<file path="config.mk">
export PLATFORM = sky130hd
export DESIGN_NAME = mem_stage
export DESIGN_NICKNAME = d
export VERILOG_FILES = /design/src/rtl/mem_pkg.sv /design/src/rtl/mem_stage_lsu_align.sv /design/src/rtl/mem_stage.sv
export SDC_FILE = /design/constraint.sdc
export NUM_CORES = 1
export LEC_CHECK = 0
export BUFFER_PORTS_ARGS = -buffer_cell sky130_fd_sc_hd__clkbuf_2
export CAP_MARGIN = 0
export CORE_MARGIN = 8
export CORE_UTILIZATION = 52
export DETAILED_ROUTE_END_ITERATION = 16
export GPL_TIMING_DRIVEN = 0
export HOLD_SLACK_MARGIN = 0.08
export PLACE_DENSITY = 0.85
export SLEW_MARGIN = 20
export SYNTH_ARGS = -nofsm -noshare
export SYNTH_HDL_FRONTEND = slang
export SYNTH_HIERARCHICAL = 1
export SYNTH_SLANG_ARGS = --single-unit
export TNS_END_PERCENT = 10
</file>
<file path="constraint.sdc">
create_clock -name clk -period 16.9 [get_ports clk]
set_input_delay 1.69 -clock clk [delete_from_list [all_inputs] [get_ports clk]]
set_output_delay 1.69 -clock clk [all_outputs]
set_load 0.02 [all_outputs]
</file>
<file path="src/rtl/mem_pkg.sv">
// ============================================================================
// mem_pkg : shared encodings for the memory stage
// Rev 1.0
// ============================================================================
`default_nettype none

package mem_pkg;

   localparam logic [2:0] F3_B  = 3'b000;
   localparam logic [2:0] F3_H  = 3'b001;
   localparam logic [2:0] F3_W  = 3'b010;
   localparam logic [2:0] F3_BU = 3'b100;
   localparam logic [2:0] F3_HU = 3'b101;

   localparam logic [1:0] RESULT_SRC_LOAD = 2'b01;

   typedef enum logic [0:0] {
      IDLE = 1'b0,
      BUSY = 1'b1
   } mem_state_t;

endpackage

`default_nettype wire

</file>
<file path="src/rtl/mem_stage_lsu_align.sv">
// ============================================================================
// lsu_align : store lane/byte-enable generation, misalign detection and
//             load extraction with sign/zero extension (combinational)
// Rev 1.0
// ============================================================================
`default_nettype none

module lsu_align
   import mem_pkg::*;
#(
   parameter int D_WIDTH = 32
) (
   input  logic               is_store,
   input  logic [2:0]         st_funct3,
   input  logic [1:0]         st_addr_lo,
   input  logic [D_WIDTH-1:0] st_data,
   output logic [3:0]         st_be,
   output logic [D_WIDTH-1:0] st_wdata,
   output logic               misalign,
   input  logic [2:0]         ld_funct3,
   input  logic [1:0]         ld_addr_lo,
   input  logic [D_WIDTH-1:0] ld_rdata,
   output logic [D_WIDTH-1:0] ld_data
);

   logic               st_is_byte;
   logic               st_is_half;
   logic [D_WIDTH-1:0] shifted;
   logic               ld_signed;

   // Only 000/100 are byte and 001/101 are half; everything else is a word.
   assign st_is_byte = (st_funct3[1:0] == F3_B[1:0]);
   assign st_is_half = (st_funct3[1:0] == F3_H[1:0]);

   always_comb begin
      st_be    = 4'b0000;
      st_wdata = '0;
      misalign = 1'b0;
      if (st_is_half) begin
         misalign = st_addr_lo[0];
      end else if (!st_is_byte) begin
         misalign = (st_addr_lo != 2'b00);
      end
      if (is_store) begin
         if (st_is_byte) begin
            st_be    = 4'b0001 << st_addr_lo;
            st_wdata = D_WIDTH'({4{st_data[7:0]}});
         end else if (st_is_half) begin
            st_be    = 4'b0011 << {st_addr_lo[1], 1'b0};
            st_wdata = D_WIDTH'({2{st_data[15:0]}});
         end else begin
            st_be    = 4'b1111;
            st_wdata = st_data;
         end
      end
   end

   assign shifted   = ld_rdata >> {ld_addr_lo, 3'b000};
   assign ld_signed = ~ld_funct3[2];

   always_comb begin
      ld_data = shifted;
      if (ld_funct3[1:0] == F3_B[1:0]) begin
         ld_data = {{(D_WIDTH-8){ld_signed & shifted[7]}}, shifted[7:0]};
      end else if (ld_funct3[1:0] == F3_H[1:0]) begin
         ld_data = {{(D_WIDTH-16){ld_signed & shifted[15]}}, shifted[15:0]};
      end
   end

endmodule

`default_nettype wire

</file>
<file path="src/rtl/mem_stage.sv">
// ============================================================================
// mem_stage : RV32I memory stage with single-outstanding valid/ready bus,
//             access timeout and MEM/WB register
// Rev 1.0
// ============================================================================
`default_nettype none

module mem_stage
   import mem_pkg::*;
#(
   parameter int D_WIDTH = 32,
   parameter int TIMEOUT = 255
) (
   input  logic               clk,
   input  logic               rst,
   input  logic               reg_write_m_i,
   input  logic [1:0]         result_src_m_i,
   input  logic               mem_write_m_i,
   input  logic [2:0]         funct3_m_i,
   input  logic [D_WIDTH-1:0] alu_result_m_i,
   input  logic [D_WIDTH-1:0] write_data_m_i,
   input  logic [4:0]         rd_m_i,
   input  logic [D_WIDTH-1:0] pc_plus4_m_i,
   output logic               mem_req_o,
   output logic               mem_we_o,
   output logic [D_WIDTH-1:0] mem_addr_o,
   output logic [D_WIDTH-1:0] mem_wdata_o,
   output logic [3:0]         mem_be_o,
   input  logic               mem_ready_i,
   input  logic [D_WIDTH-1:0] mem_rdata_i,
   output logic               stall_o,
   output logic               misalign_o,
   output logic               bus_err_o,
   output logic               reg_write_w_o,
   output logic [1:0]         result_src_w_o,
   output logic [D_WIDTH-1:0] alu_result_w_o,
   output logic [D_WIDTH-1:0] read_data_w_o,
   output logic [4:0]         rd_w_o,
   output logic [D_WIDTH-1:0] pc_plus4_w_o
);

   localparam int CNT_W = (TIMEOUT > 2) ? $clog2(TIMEOUT) : 1;
   localparam logic [CNT_W-1:0] CNT_LAST = CNT_W'(TIMEOUT - 1);

   mem_state_t         state;
   mem_state_t         state_next;
   logic [CNT_W-1:0]   cnt;
   logic [2:0]         held_funct3;
   logic [1:0]         held_addr_lo;

   logic               access;
   logic               is_load;
   logic               misalign;
   logic [3:0]         st_be;
   logic [D_WIDTH-1:0] st_wdata;
   logic [D_WIDTH-1:0] ld_data;

   logic               issue;
   logic               complete;
   logic               timeout_hit;
   logic               wb_take;

   assign is_load = (result_src_m_i == RESULT_SRC_LOAD);
   assign access  = mem_write_m_i | is_load;

   lsu_align #(
      .D_WIDTH (D_WIDTH)
   ) u_align (
      .is_store   (mem_write_m_i),
      .st_funct3  (funct3_m_i),
      .st_addr_lo (alu_result_m_i[1:0]),
      .st_data    (write_data_m_i),
      .st_be      (st_be),
      .st_wdata   (st_wdata),
      .misalign   (misalign),
      .ld_funct3  (held_funct3),
      .ld_addr_lo (held_addr_lo),
      .ld_rdata   (mem_rdata_i),
      .ld_data    (ld_data)
   );

   always_ff @(posedge clk or posedge rst) begin
      if (rst) begin
         state <= IDLE;
      end else begin
         state <= state_next;
      end
   end

   always_comb begin
      state_next  = state;
      stall_o     = 1'b0;
      issue       = 1'b0;
      complete    = 1'b0;
      timeout_hit = 1'b0;
      wb_take     = 1'b0;
      case (state)
         IDLE: begin
            if (!access) begin
               wb_take = 1'b1;
            end else if (!misalign) begin
               stall_o    = 1'b1;
               issue      = 1'b1;
               state_next = BUSY;
            end
         end
         BUSY: begin
            if (mem_ready_i) begin
               complete   = 1'b1;
               wb_take    = 1'b1;
               state_next = IDLE;
            end else if (cnt == CNT_LAST) begin
               // Release the pipeline so the faulting instruction leaves as a nop.
               timeout_hit = 1'b1;
               state_next  = IDLE;
            end else begin
               stall_o = 1'b1;
            end
         end
         default: state_next = IDLE;
      endcase
   end

   always_ff @(posedge clk or posedge rst) begin
      if (rst) begin
         cnt            <= '0;
         held_funct3    <= 3'b000;
         held_addr_lo   <= 2'b00;
         mem_req_o      <= 1'b0;
         mem_we_o       <= 1'b0;
         mem_addr_o     <= '0;
         mem_wdata_o    <= '0;
         mem_be_o       <= 4'b0000;
         misalign_o     <= 1'b0;
         bus_err_o      <= 1'b0;
         reg_write_w_o  <= 1'b0;
         result_src_w_o <= 2'b00;
         alu_result_w_o <= '0;
         read_data_w_o  <= '0;
         rd_w_o         <= 5'd0;
         pc_plus4_w_o   <= '0;
      end else begin
         misalign_o <= (state == IDLE) && access && misalign;
         bus_err_o  <= timeout_hit;

         if (issue) begin
            cnt          <= '0;
            mem_req_o    <= 1'b1;
            mem_we_o     <= mem_write_m_i;
            mem_addr_o   <= {alu_result_m_i[D_WIDTH-1:2], 2'b00};
            mem_wdata_o  <= st_wdata;
            mem_be_o     <= st_be;
            held_funct3  <= funct3_m_i;
            held_addr_lo <= alu_result_m_i[1:0];
         end else if (complete || timeout_hit) begin
            cnt       <= '0;
            mem_req_o <= 1'b0;
            mem_we_o  <= 1'b0;
            mem_be_o  <= 4'b0000;
         end else if (state == BUSY) begin
            cnt <= cnt + 1'b1;
         end

         // Anything not retiring this cycle enters writeback as a bubble.
         if (wb_take) begin
            reg_write_w_o  <= reg_write_m_i;
            result_src_w_o <= result_src_m_i;
            alu_result_w_o <= alu_result_m_i;
            read_data_w_o  <= complete ? ld_data : '0;
            rd_w_o         <= rd_m_i;
            pc_plus4_w_o   <= pc_plus4_m_i;
         end else begin
            reg_write_w_o  <= 1'b0;
            result_src_w_o <= 2'b00;
            alu_result_w_o <= '0;
            read_data_w_o  <= '0;
            rd_w_o         <= 5'd0;
            pc_plus4_w_o   <= '0;
         end
      end
   end

endmodule

`default_nettype wire
</file>
# After elaboration in Yosys (flattened, before gate mapping)

Index checks and enable logic that the tools add are counted.

Add/subtract/negate cells: 1
Equal/unequal tests: 4
Shift-type cells: 3
Muxes and demuxes: 38
Bitwise operators: 5
Reductions and logical operators: 8

Operator list:

| operator                                             | number |
|---|---|
| two-way mux 32 bit                                   | 9 |
| right shift 32 x 5 -> 32 bit                         | 1 |
| two-way mux 8 bit                                    | 3 |
| two-way mux 4 bit                                    | 5 |
| two-way mux 1 bit                                    | 17 |
| adder 8 x 1 -> 8 bit (second input constant)         | 1 |
| equality test 8 bit (second input constant)          | 1 |
| equality test 2 x 1 -> 1 bit (second input constant) | 3 |
| two-way mux 5 bit                                    | 1 |
| logical NOT 2 bit                                    | 2 |
| one-hot mux 1 bit (2 select lines)                   | 2 |
| nonzero test 2 bit                                   | 2 |
| << shifter 1 x 2 -> 4 bit (first input constant)     | 1 |
| << shifter 2 x 2 -> 4 bit (first input constant)     | 1 |
| nonzero test 3 bit                                   | 1 |
| AND 1 bit                                            | 2 |
| logical AND 1 bit                                    | 2 |
| two-way mux 2 bit                                    | 1 |
| NOT 1 bit                                            | 2 |
| logical OR 1 bit                                     | 1 |
| bitwise OR 1 bit                                     | 1 |

Register bits after elaboration: 188
Input port bits: 143
Logic and storage cells: 76

# Logic depth before layout (Yosys ltp)

Word-level depth: 7
Depth in mapped cells: 9

# Hierarchy

Netlist, hierarchy kept.

Modules (own cells, without submodules):

| module    | instances | cells each | area an instance (um2) |
|---|---|---|---|
| mem_stage | 1         | 442        | 6,637.6 |
| lsu_align | 1         | 222        | 1,366.3 |

# Worst setup path after synthesis

OpenSTA, ideal clock, no wires.

Path type: input -> output
From: input funct3_m_i[1]
To: output stall_o
Arrival time: 3,123 ps
Required time: 15,210 ps
Slack: 12,087 ps
Stages: 8
Path buffers: 4
Path through: buf_2 > clkbuf_1 > a21oi_1 > nor2_1 > a211oi_2 > buf_4 > buf_6 > nand2b_1

Longest elaborated chain between the ends: 6
Elaborated cells on any way between the ends: 7
Classes of those cells: 1 x eq/ne; 5 x mux; 1 x reduce/logical

Ends and longest elaborated chain:

| element                                | RTL line                  | text |
|---|---|---|
| start, declared                        | mem_stage.sv:19           | `input logic [2:0] funct3_m_i,` |
| logical NOT 2 bit                      | mem_stage_lsu_align.sv:32 | `assign st_is_byte = (st_funct3[1:0] == F3_B[1:0]);` |
| two-way mux 1 bit                      | mem_stage_lsu_align.sv:41 | `end else if (!st_is_byte) begin` |
| two-way mux 1 bit (*)                  | mem_stage_lsu_align.sv:39 | `if (st_is_half) begin` |
| named net misalign                     | mem_stage.sv:53           | `logic misalign;` |
| two-way mux 1 bit (*)                  | mem_stage.sv:101          | `end else if (!misalign) begin` |
| two-way mux 1 bit (*)                  | mem_stage.sv:99           | `if (!access) begin` |
| one-hot mux 1 bit (2 select lines) (*) | mem_stage.sv:97           | `case (state)` |
| end, declared                          | mem_stage.sv:31           | `output logic stall_o,` |

The timed path passes the listed nets; every way through them passes the cells marked *.

# Final worst setup path

Same ends and word-level chain as after synthesis.

==> flow_results.org <==
** STA
- Number of failing setup endpoints in the final timing report :: 0
- The total count of max-transition violations in the final report is 0.
- For the pin with the worst max-slew slack, the measured transition is 984.5 ps.
- Final-report hold violation count :: 0
- Clock skew on the completed layout was measured at around 12 ps.
- Setup total negative slack on the finished layout was measured at 0 ps.
- The worst path needs 5383 ps of the cycle, external delays included.
- Fmax :: 185.8 MHz
- In this run the tightest slew margin relative to its limit is 0.3393.
- Of the available clock period, the critical path in the final layout requires 0.3185.
- RSZ-0062 raised after global routing :: false

** Drt
- After detailed routing, the number of remaining DRC violations is 0.
- In the routed layout, each cell is associated on average with a via count of 5.201.
- Total number of vias :: 6,257
- In the final routed layout, each cell accounts on average for 18.23 um.
- In this run, the number of DRC markers left after iteration 0 of detailed routing was 327.
- The detail route stage leaves a number of antenna-violating nets equal to 0.
- Final wirelength :: about 22,000 um
- Detailed-router iteration count before antenna repair :: 5

** Setup path
- Critical path endpoint category :: output pin
- Critical-path cell with the highest stage delay :: clkbuf_1
- Setup crit start kind :: input port
- Crit path required time :: approximately 15,000 ps
- Most common cell type on the critical path :: clkbuf_2
- Critical path's largest stage delay :: 400 ps
- In this run the worst path has a maximum fanout of 10.
- The critical path in this run is classified as in2out.
- The critical path goes through clkbuf_2, buf_2, clkbuf_1, a21oi_1, nor2_1, a211oi_2, buf_4, buf_6, nand2b_1, clkbuf_2.
- Crit path DAT :: 3690 ps

** Die
- The die is 140.1 um wide.
- Die Footprint :: 0.01962 mm^2
- The initialized floorplan defines 45 standard-cell rows.
- Height of the die :: 140.1 um
- During I/O placement, the number of pins put on the boundary was 320.
- The total area inside the core boundary comes to 0.01515 mm^2.
- The initial utilization of the core area, before any placement, comes to 0.5285.

** Clock tree
- Clock latency on the worst-skew pair, taken at its later pin, is 430 ps.
- Post-CTS sizing :: 0
- The longest clock path from root to sink contains 2 buffers.
- After clock tree synthesis, the clock-pin slew on the worst setup and hold paths is 60 ps.
- CTS tree :: done
- Number of buffers added by the clock tree synthesis step :: 17
- Buffers inserted to repair hold after CTS numbered 0.
- In this run the post-CTS setup repair buffer count came out at 0.
- Clock tree synthesis selected as its root buffer the cell clkbuf_16.
- In this run the number of H-tree levels came out at 4.
- Number of sinks driven by the clock tree :: approximately 190

** Power
- Dividing total power by cell area gives a power density of 130.4 mW/mm^2.
- Static leakage :: 5.619 nW
- Peak supply drop :: 0.09194 mV

** Run status
- The run finished with clean final reports.

** GRT
- First-pass GRT wire length :: 35,390 um
- Number of antenna violations at the first check in global routing :: 0
- GRT Util Overall :: 0.2276
- Global routing finished with a remaining overflow of 0.
- Entering global routing, the biggest net connects 109 pins.
- Number of global-route vias before repair :: 6,722

** Yosys
- Of all cell types, the one taking the most synthesized area is dfrtp_1.
- Number of synthesized register bits :: 188
- Proportion of synthesized chip area in sequential cells :: 0.5878
- Warning count from the yosys run :: 6
- Cell Area, Synth :: 0.008004 mm^2
- Share of flip-flops with an asynchronous set or reset :: 1.000
- Area share of the leading cell type in the synthesized netlist :: 0.5878
- For this run, the leading register cell type out of synthesis is dfrtp_1.
- Most area-consuming cells after synthesis :: dfrtp_1 (59%), and2_1 (7.0%), mux2_2 (4.9%)
- Counting every instance in the synthesized netlist gives about 660.
- Number of library cell types mapped by synthesis :: 49
- Syn_area_per_cell :: 12.05 um^2
- Number of enable flip-flop cells after synthesis :: 0

** Worst hold path
- The worst hold path belongs to the class reg2reg.

** Final layout
- Non-filler cells in the finished layout :: ~1,200
- Relative to the synthesized area, the layout overhead comes to 30.94%.
- The multi-input combinational cells in the finished layout cover a total of a little over 0.003 mm^2.
- Total of fill cells in the finished design :: 1,115
- Of the cells placed in the final design, the portion with a size suffix greater than 1 is 0.4089.
- Storage cell area :: 0.004705 mm^2
- At the end of the flow, the number of nets in the layout was 1,147.
- Number of antenna cells inserted :: 0

** Placement
- At the end of routability-driven placement, the weighted congestion stood at 0.8587.
- Input and output buffers added on the ports amount to 317.
- The number of placed instances, taps included, is ~1,200.
- Detailed placement finished with a half-perimeter wire length of 17,100 um.

** Run
- Number of violations of the max-capacitance limit :: 0
final timing paths:
path	startpoint	slack, ps	to	cells after the start
max in group asynchronous	rst	14680	cnt[0]	3
setup / recovery	funct3_m_i[1]	11520	stall_o	10
setup reg to reg	state	14990	alu_result_w_o[25]	3
min in group asynchronous	rst	1340	pc_plus4_w_o[13]	2
hold reg to reg	mem_addr_o[7]	480	mem_addr_o[7]	1
hold / removal	mem_addr_o[7]	480	mem_addr_o[7]	1
synth_stat cells, types with 2 or more instances:
master / number
nor3_1: 3
o31ai_1: 3
a22o_1: 5
o21a_1: 4
nand3b_1: 3
mux2_2: 35
mux2_1: 34
nand2b_1: 3
nand2_1: 40
mux2i_1: 32
nor2_1: 19
dfrtp_1: 188
a21oi_1: 26
and2_1: 89
nand3_1: 3
or3_1: 2
o21ai_0: 5
and3_1: 32
buf_4: 5
a211oi_1: 7
nor2b_1: 20
o21ai_1: 30
ha_1: 2
a21boi_1: 8
buf_2: 8
clkbuf_1: 24
buf_6: 6
a21o_1: 2
inv_1: 5
or4_1: 2
through the flow:
step                total power [mW]  instance area [um^2]  setup slack, ps  hold slack, ps  utilization
finish                         1.367                 10480            11520           484.9       0.6919
floorplan                     0.8171                  8008            10100           482.0            -
global route                   1.430                 10480            11370           508.2       0.6919
detailed placement            0.9667                  9864            11520           473.6       0.6513
global placement              0.9533                  9829             8289           466.6       0.6490
CTS                            1.376                 10480            11510           489.8       0.6919
area by class of cell:
class                           instances  share of cell area
Timing Repair Buffer                  318              0.1540
Clock buffer                           18             0.04191
Buffer                                 44             0.02280
Multi-Input combinational cell        428              0.2906
Clock inverter                         14             0.01683
Sequential cell                       188              0.4489
Inverter                                5            0.002507
Tap cell                              188             0.02245
cells by family (layout without fill, tap and decap cells):
group	count (synthesis)	count (layout)	share of synthesized area
buf+inv	49	399	0.03220
flops	188	188	0.5878
mux	102	102	0.1399
fa+ha+maj	2	2	0.003126
simple gates	227	227	0.1640
xor+xnor	1	1	0.001094
compound gates	94	94	0.07144
other cells	1	2	0.0004685
state kept, by name, indices dropped and copies added (netlist names), 3 cells and up:
name,cells
read_data_w_o,32
mem_wdata_o,32
mem_addr_o,30
cnt,8
alu_result_w_o,32
held_funct3,3
mem_be_o,4
pc_plus4_w_o,32
rd_w_o,5
worst max-delay path, delay by kind of cell:
| kind | cells | cell delay, ps |
|---|---|---|
| AO/OA/AOI/OAI | 2 | 200 |
| AND/OR/NAND/NOR | 2 | 450 |
| buffers and inverters | 6 | 1350 |
metal layers:
metal	up-vias	part of all wire	wire length, um	global-route usage
li1	2925	-	-	-
met1	3014	0.37	8164	0.2463
met2	285	0.51	11250	0.4001
met3	33	0.099	2174	0.09072
met4	0	0.016	342	0.07429
met5	-	0	0	0
power by group:
group          total [mW]  internal, mW  switching [mW]
combinational       0.398         0.152           0.246
clock               0.410         0.229           0.181
sequential          0.559         0.522          0.0368
total                1.37         0.903           0.464
placed cells by master (no fill, tap or decap), types with 5 or more instances in the layout:
cell,count
clkbuf_16,17
buf_6,6
mux2_2,35
clkbuf_1,24
o21ai_1,30
clkbuf_2,317
a22o_1,5
o21ai_0,5
dfrtp_1,188
nor2b_1,20
mux2i_1,32
and3_1,32
and2_1,89
a21oi_1,26
buf_2,8
mux2_1,34
nand2_1,40
buf_4,5
inv_8,6
a21boi_1,8
nor2_1,19
a211oi_1,7
Note: power is estimated with default switching activity, not from simulation.
